`config.mk`:
```
export PLATFORM = sky130hd
export DESIGN_NAME = display_scheduler
export DESIGN_NICKNAME = d
export VERILOG_FILES = /design/src/rtl/display_pkg.sv /design/src/rtl/scan_prescaler.sv /design/src/rtl/display_scheduler.sv
export SDC_FILE = /design/constraint.sdc
export NUM_CORES = 1
export LEC_CHECK = 0
export ABC_AREA = 1
export CAP_MARGIN = 20
export CORE_MARGIN = 4
export CORE_UTILIZATION = 32
export CTS_BUF_LIST = sky130_fd_sc_hd__clkbuf_8
export DETAILED_ROUTE_END_ITERATION = 10
export PLACE_DENSITY = 0.52
export SYNTH_ARGS = -nofsm -noshare
export SYNTH_HDL_FRONTEND = slang
export SYNTH_SLANG_ARGS = --single-unit
```
`constraint.sdc`:
```
create_clock -name clk -period 2.96 [get_ports clk]
set_input_delay 0.296 -clock clk [delete_from_list [all_inputs] [get_ports clk]]
set_output_delay 0.296 -clock clk [all_outputs]
set_load 0.03 [all_outputs]
```
`src/rtl/display_pkg.sv`:
```
// Shared types for the display scheduler: arbiter state encoding and source indices.
package display_pkg;

  typedef enum logic [1:0] {
    IDLE = 2'd0,
    OWN0 = 2'd1,
    OWN1 = 2'd2,
    GAP  = 2'd3
  } state_t;

  localparam int SRC0 = 0;
  localparam int SRC1 = 1;

  function automatic logic [1:0] src_onehot(input int src);
    return (src == SRC1) ? 2'b10 : 2'b01;
  endfunction

endpackage

```
`src/rtl/scan_prescaler.sv`:
```
// Free-running divider producing a one-cycle scan strobe every SCAN_DIV clocks.
module scan_prescaler #(
  parameter int SCAN_DIV = 50000
) (
  input  logic clk,
  input  logic rst,
  output logic tick
);

  localparam int CW = $clog2(SCAN_DIV + 1);
  localparam logic [CW-1:0] LAST = CW'(SCAN_DIV - 1);

  logic [CW-1:0] cnt;

  // NOTE: sequential state uses non-blocking assignments so every register samples pre-edge values.
  always_ff @(posedge clk or posedge rst) begin
    if (rst) begin
      cnt  <= '0;
      tick <= 1'b0;
    end else begin
      tick <= (cnt == LAST);
      cnt  <= (cnt == LAST) ? '0 : cnt + CW'(1);
    end
  end

endmodule

```
`src/rtl/display_scheduler.sv`:
```
// Round-robin owner arbitration of the shared 7-segment display with minimum hold,
// blanked hand-over gap and per-source blinking, plus the digit scan strobe.
module display_scheduler
  import display_pkg::*;
#(
  parameter int SCAN_DIV    = 50000,
  parameter int HOLD_TICKS  = 200,
  parameter int GAP_TICKS   = 2,
  parameter int BLINK_TICKS = 100
) (
  input  logic        clk,
  input  logic        rst,
  input  logic [1:0]  req,
  input  logic [15:0] value0,
  input  logic [15:0] value1,
  input  logic [1:0]  blink,
  output logic [1:0]  gnt,
  output logic [15:0] value_out,
  output logic        blank,
  output logic        scan_tick
);

  localparam int HW = $clog2(HOLD_TICKS + 1);
  localparam int GW = $clog2(GAP_TICKS + 1);
  localparam int BW = $clog2(BLINK_TICKS + 1);
  localparam logic [HW-1:0] HOLD_MAX   = HW'(HOLD_TICKS);
  localparam logic [GW-1:0] GAP_MAX    = GW'(GAP_TICKS);
  localparam logic [BW-1:0] BLINK_LAST = BW'(BLINK_TICKS - 1);

  state_t        state, state_nxt, arb_state;
  logic          rr, rr_nxt;
  logic [HW-1:0] hold, hold_nxt;
  logic [GW-1:0] gap, gap_nxt;
  logic [BW-1:0] bcnt, bcnt_nxt;
  logic          phase, phase_nxt;
  logic [1:0]    gnt_d;
  logic [15:0]   value_d;
  logic          blank_d;
  logic          owning;

  scan_prescaler #(.SCAN_DIV(SCAN_DIV)) u_prescaler (
    .clk  (clk),
    .rst  (rst),
    .tick (scan_tick)
  );

  assign owning = (state == OWN0) || (state == OWN1);

  // Grant decision shared by IDLE and the end of GAP; rr breaks ties.
  always_comb begin
    unique case (req)
      2'b01:   arb_state = OWN0;
      2'b10:   arb_state = OWN1;
      2'b11:   arb_state = rr ? OWN1 : OWN0;
      default: arb_state = IDLE;
    endcase
  end

  // NOTE: every variable gets a default first so no path leaves it unassigned (no latches).
  always_comb begin
    state_nxt = state;
    rr_nxt    = rr;
    unique case (state)
      IDLE: state_nxt = arb_state;
      OWN0: if (!req[SRC0] || (req[SRC1] && hold == HOLD_MAX)) begin
        state_nxt = GAP;
        rr_nxt    = 1'b1;
      end
      OWN1: if (!req[SRC1] || (req[SRC0] && hold == HOLD_MAX)) begin
        state_nxt = GAP;
        rr_nxt    = 1'b0;
      end
      GAP:  if (gap == GAP_MAX) state_nxt = arb_state;
      default: state_nxt = IDLE;
    endcase

    hold_nxt  = hold;
    gap_nxt   = gap;
    bcnt_nxt  = bcnt;
    phase_nxt = phase;
    if (state_nxt != state) begin
      hold_nxt  = '0;
      gap_nxt   = '0;
      bcnt_nxt  = '0;
      phase_nxt = 1'b0;
    end else if (scan_tick) begin
      if (owning) begin
        if (hold != HOLD_MAX) hold_nxt = hold + HW'(1);
        if (bcnt == BLINK_LAST) begin
          bcnt_nxt  = '0;
          phase_nxt = ~phase;
        end else begin
          bcnt_nxt = bcnt + BW'(1);
        end
      end
      if (state == GAP && gap != GAP_MAX) gap_nxt = gap + GW'(1);
    end
  end

  // Outputs are decoded from the next state so they register alongside it.
  always_comb begin
    gnt_d   = 2'b00;
    blank_d = 1'b1;
    value_d = value_out;
    unique case (state_nxt)
      OWN0: begin
        gnt_d   = src_onehot(SRC0);
        value_d = value0;
        blank_d = blink[SRC0] & phase_nxt;
      end
      OWN1: begin
        gnt_d   = src_onehot(SRC1);
        value_d = value1;
        blank_d = blink[SRC1] & phase_nxt;
      end
      default: ;
    endcase
  end

  always_ff @(posedge clk or posedge rst) begin
    if (rst) begin
      state     <= IDLE;
      rr        <= 1'b0;
      hold      <= '0;
      gap       <= '0;
      bcnt      <= '0;
      phase     <= 1'b0;
      gnt       <= 2'b00;
      value_out <= '0;
      blank     <= 1'b1;
    end else begin
      state     <= state_nxt;
      rr        <= rr_nxt;
      hold      <= hold_nxt;
      gap       <= gap_nxt;
      bcnt      <= bcnt_nxt;
      phase     <= phase_nxt;
      gnt       <= gnt_d;
      value_out <= value_d;
      blank     <= blank_d;
    end
  end

endmodule

```
Word-level counts from Yosys, hierarchy flattened

Cells that the tools add are included.

Add/sub/neg operators: 4
Equal/unequal tests: 17
Muxes and demuxes: 28
Bitwise gates (word level): 3
Reductions and logical operators: 19

Operators with widths:

| operator              | count |
|---|---|
| $mux 8                | 4 |
| $pmux 16 s2           | 1 |
| $mux 7                | 4 |
| $add 16x1->16 const B | 1 |
| $eq 16x16->1 const B  | 1 |
| $mux 16               | 1 |
| $mux 2                | 7 |
| $eq 2x2->1 const B    | 6 |
| $reduce_bool 2->1     | 6 |
| $add 8x1->8 const B   | 1 |
| $eq 8x8->1 const B    | 1 |
| $ne 8x8->1 const B    | 1 |
| $pmux 2 s4            | 1 |
| $add 7x1->7 const B   | 1 |
| $eq 7x7->1 const B    | 1 |
| $eq 2x1->1 const B    | 3 |
| $mux 1                | 6 |
| $pmux 2 s3            | 1 |
| $reduce_and 3->1      | 2 |
| $ne 2x1->1 const B    | 2 |
| $pmux 1 s2            | 2 |
| $pmux 2 s2            | 1 |
| $reduce_and 2->1      | 2 |
| $logic_and 1x1->1     | 3 |
| other kinds (8)       | 12 |

Bits in registers: 57
Output and inout bits: 20
Word-level logic and storage cells: 82

Longest topological paths before layout

Depth in word-level cells: 9
Mapped depth: 17
Depth with buffers taken out: 15

Modules after synthesis

From an unflattened synthesis, not the netlist that was laid out.

Cell total of the unflattened synthesis: 383
Area, all modules: 3,055.4 µm²

By module, submodules not included:

| module            | instances | cells each | area each (µm²) |
|---|---|---|---|
| display_scheduler | 1         | 260        | 2,149.6 |
| scan_prescaler    | 1         | 123        | 905.9 |

Least setup slack after synthesis

Ideal clock, no wire load.

Path kind: register -> register
From: reg hold[0]
To: reg value_out[0]
Library setup time: 124 ps
Data arrival time: 2,232 ps
Path slack: 604 ps
Cell stages (with the launch flop): 18
Path buffers: 2
Period minus slack after synthesis: 2,356 ps
Cells stage by stage: dfrtp_1 -> inv_1 -> ha_1 -> inv_1 -> nor2_2 -> nand3_2 -> nand2_1 -> nand2_1 -> nand2_1 -> nand2_2 -> nand2_2 -> inv_1 -> ha_1 -> clkbuf_1 -> clkinv_1 -> clkbuf_1 -> nor2_1 -> a21oi_1

Cells in the longest elaborated chain, start to end: 7
Elaborated cells on any way between the ends: 12

RTL lines:

| item                                             | RTL line                                         | text |
|---|---|---|
| start: declaration                               | display_scheduler.sv:32                          | `logic [HW-1:0] hold, hold_nxt;` |
| start signal: assignment                         | display_scheduler.sv:134                         | `hold <= hold_nxt;` |
| $eq 8x8->1 (*)                                   | display_scheduler.sv:65, display_scheduler.sv:69 |  |
| $logic_and 1x1->1 (on tied branches)             | display_scheduler.sv:69, display_scheduler.sv:65 |  |
| $logic_or 1x1->1 (on tied branches)              | display_scheduler.sv:69, display_scheduler.sv:65 |  |
| $mux 2 (on tied branches)                        | display_scheduler.sv:69, display_scheduler.sv:65 |  |
| $pmux 2 s4 (*)                                   | display_scheduler.sv:63                          | `unique case (state)` |
| via state_nxt[1]                                 | display_scheduler.sv:30                          | `state_t state, state_nxt, arb_state;` |
| $eq 2x2->1 or $eq 2x1->1 (tied branches)         | display_scheduler.sv:105                         | `unique case (state_nxt)` |
| $pmux 16 s2 or $reduce_bool 2->1 (tied branches) | -                                                |  |
| end signal: assignment                           | display_scheduler.sv:139                         | `value_out <= value_d;` |
| end: declaration                                 | display_scheduler.sv:18                          | `output logic [15:0] value_out,` |

The timed path passes the listed nets; every way through them passes the cells marked *.
A chain may end at the register's enable or synchronous reset.

Worst setup path after layout

Ends and elaborated chain as after synthesis.

==> metrics.cfg <==
[run_status]
status = complete, no violations

[layout]
fin_cells = 534
nFillCells = 941
antenna_cells = 0
fin_nets = 467
area_growth_syn_to_layout_pct = 29.4
layout-drive-gt1-share_pct = 11.8

[synth]
ys_seq_elements = 57
synth_top_area_share_pct = 46.8
synth-main-ff-cell = dfrtp_1
synth-edff-count = 0
postSynthAreaPerCell_sq_um = 8.48
synthesis.nets = 402
synth_cell_type_count = 34
synth-seq-area-share_pct = 47.7
synth_top_area_cell = dfrtp_1
netlist_instances = 353
yosys-top-cells-count = dfrtp_1, nand2_1, inv_1
yosysMostFrequentCell = dfrtp_1
ys_warn_count = 0
postSynth.asyncResetShare_pct = 100
synthesis.area_sq_um = 2990
synth_area_leaders = dfrtp_1, a21oi_1, nand2_1

[floorplan]
dieArea_sq_um = 11000
rows = 35
coreArea_sq_um = 9150
dieHeight_um = 105
start_util_pct = 32.7
dieWidth_um = 105
ios = 58

[power]
p_int_mw = 2.07
total_power_mw = 3.92
clockPowerShare_pct = 17.1
power.static_leakage_nw = 1.73
sequentialPowerShare_pct = 27.2
combPwrFrac_pct = 55.6
peakVddDrop_mv = 0.582
switchingPower_mw = 1.85
swShare_pct = 47.2
power_density_nw_per_um2 = 1010

[global_routing]
antenna_found_initial = 0
gr-total-overflow = 0
grt_max_degree = 35
grt_pass1_wl_mm = 12.2
grt_usage_pct = 13.8
grt_pass1_vias = 2623

[clocking]
cts_tree = built
cts_htree_levels = 3
cts_buffers = 9
hold_buffers = 0
root_buffer = clkbuf_8
clk_path_buf_depth = 2
clock_sinks = 57
cts_setup_buffers = 0
ctsResizeCount = 0
path_clk_slew_ns = 0.07
clkLatencyLatePin_ns = 0.34

[route]
antenna_left = 0
vias = 2474
first_iter_violations = 69
viasPerCell = 4.63
first_pass_iters = 4
wl_mm = 6.93
wl_per_cell_um = 13.0
drc_errors = 0

[sta]
relSlewSlack_pct = 51.6
fmax_mhz = 398
fin_skew_ns = 0.00926
finalHoldWorstSlack_ns = 0.397
worstMarginPinSlew_ns = 0.725
rsz0062_at_grt = false
fin_crit_sh_pct = 84.9
fin_ws_ns = 0.447
setup_viol = 0
drv_slew = 0
layout_min_cycle_time_ns = 2.51
fin_tns_setup_ns = 0
finalHoldViolCount = 0

[placement]
portBuffers = 57
post-place-cells = 518
dp.final_hpwl_mm = 4.96
dpl_worst_slack_ns = 0.373
gp_congestion = 0.762

[worst_setup_path]
cp_data_arrival_time_ns = 2.73
crit_start = hold[0]$_DFFE_PP0P_
crit_family = simple AND/OR/NAND/NOR gates
cp-start-kind = register
required_ns = 3.17
max_stage_delay_ns = 0.44
path_max_fanout = 17
crit_path_top_delay_cell = clkinv_1
r2r_start = hold[0]$_DFFE_PP0P_
end_kind = register
path_cells = inv_1, ha_1, inv_1, nor2_2, nand3_2, nand2_1, nand2_1, nand2_1, nand2_2, nand2_2, inv_1, ha_1, clkinv_1, nor2_1, a21oi_1
crit_type = register to register
crit_buf_inv = 4

[min_path]
hold_class = input port to async pin

[flow_run]
cap_violations = 0

[state kept, by name (all words and copies together), names as in the netlist]
| register | cells |
|---|---|
| u_prescaler.cnt | 16 |
| value_out | 16 |
| hold | 8 |
| bcnt | 7 |
| gap | 2 |
| gnt | 2 |
| state | 2 |
| blank | 1 |
| phase | 1 |
| rr | 1 |
| u_prescaler.tick | 1 |
[path summary, 6_finish.rpt]
path	cells past startpoint	to	slack [ns]
setup / recovery	15	value_out[0]$_DFFE_PP0P_	0.45
hold / removal	2	value_out[9]$_DFFE_PP0P_	0.40
setup reg to reg	15	value_out[0]$_DFFE_PP0P_	0.45
hold reg to reg	1	u_prescaler.cnt[0]$_DFF_PP0_	0.46
max in group asynchronous	3	blank$_DFF_PP1_	1.81
min in group clk	1	u_prescaler.cnt[0]$_DFF_PP0_	0.46
[worst reg2reg max path, stage by stage (launching register included)]
cell      delay [ns]
dfrtp_1         0.41
inv_1           0.09
ha_1            0.16
inv_1           0.05
nor2_2          0.16
nand3_2         0.09
nand2_1         0.08
nand2_1         0.05
nand2_1         0.06
nand2_2         0.06
nand2_2         0.09
inv_1           0.05
ha_1            0.29
clkinv_1        0.44
nor2_1          0.26
a21oi_1         0.06
[metrics by stage]
| stage | cell area [sq um] | utilization [%] |
|---|---|---|
| 2_1_floorplan | 2990 | - |
| 3_3_place_gp | 3690 | 40.3 |
| 3_5_place_dp | 3690 | 40.3 |
| 4_1_cts | 3870 | 42.3 |
| 5_1_grt | 3870 | 42.3 |
| 6_report | 3870 | 42.3 |
[power by group through the flow]
| stage | clock network (mW) | logic [mW] | registers, mW |
|---|---|---|---|
| 2_1_floorplan | 0 | 1.30 | 1.32 |
| 3_3_place_gp | 0 | 2.16 | 1.08 |
| 3_5_place_dp | 0 | 2.20 | 1.07 |
| 4_1_cts | 0.702 | 2.20 | 1.07 |
| 5_1_grt | 0.743 | 2.44 | 1.09 |
| 6_report | 0.671 | 2.18 | 1.07 |
[final cells by class]
| class | instances | area (sq um) | share of cell area, % |
|---|---|---|---|
| inverters | 50 | 188 | 4.85 |
| well taps | 111 | 139 | 3.59 |
| clock buffers | 11 | 151 | 3.91 |
| repair buffers | 61 | 601 | 15.5 |
| clock inverters | 5 | 31.3 | 0.808 |
| flip-flops and latches | 57 | 1430 | 36.9 |
| multi-input cells | 239 | 1340 | 34.5 |
[placed cells by master, fill, tap and decap left out, types with 4 or more instances in the layout]
master / instances
clkdlybuf4s50_1: 57
dfrtp_1: 56
nand2_1: 54
inv_1: 46
a21oi_1: 43
nor2_1: 42
nand3_1: 18
xor2_1: 13
ha_1: 11
clkbuf_8: 11
nor3_1: 9
nor2_2: 9
o21ai_0: 8
nand2_2: 5
nand4_1: 4
inv_2: 4
nor2_4: 4
buf_4: 4
[layer usage]
layer / GRT usage [%] / vias to the layer above / routed length [um]
met5: 0 / - / 0
met4: 3.09 / 0 / 55
met3: 5.00 / 5 / 246
met2: 23.2 / 31 / 3420
met1: 17.0 / 1173 / 3210
li1: - / 1265 / -
[cell families after synthesis]
group | after synthesis | share of synthesized area (%)
simple gates | 156 | 25.4
xor+xnor | 14 | 4.10
flops | 57 | 47.7
mux | 1 | 0.376
compound gates | 57 | 10.1
buf+inv | 57 | 7.69
fa+ha+maj | 11 | 4.60
(Power assumes the default switching activity.)
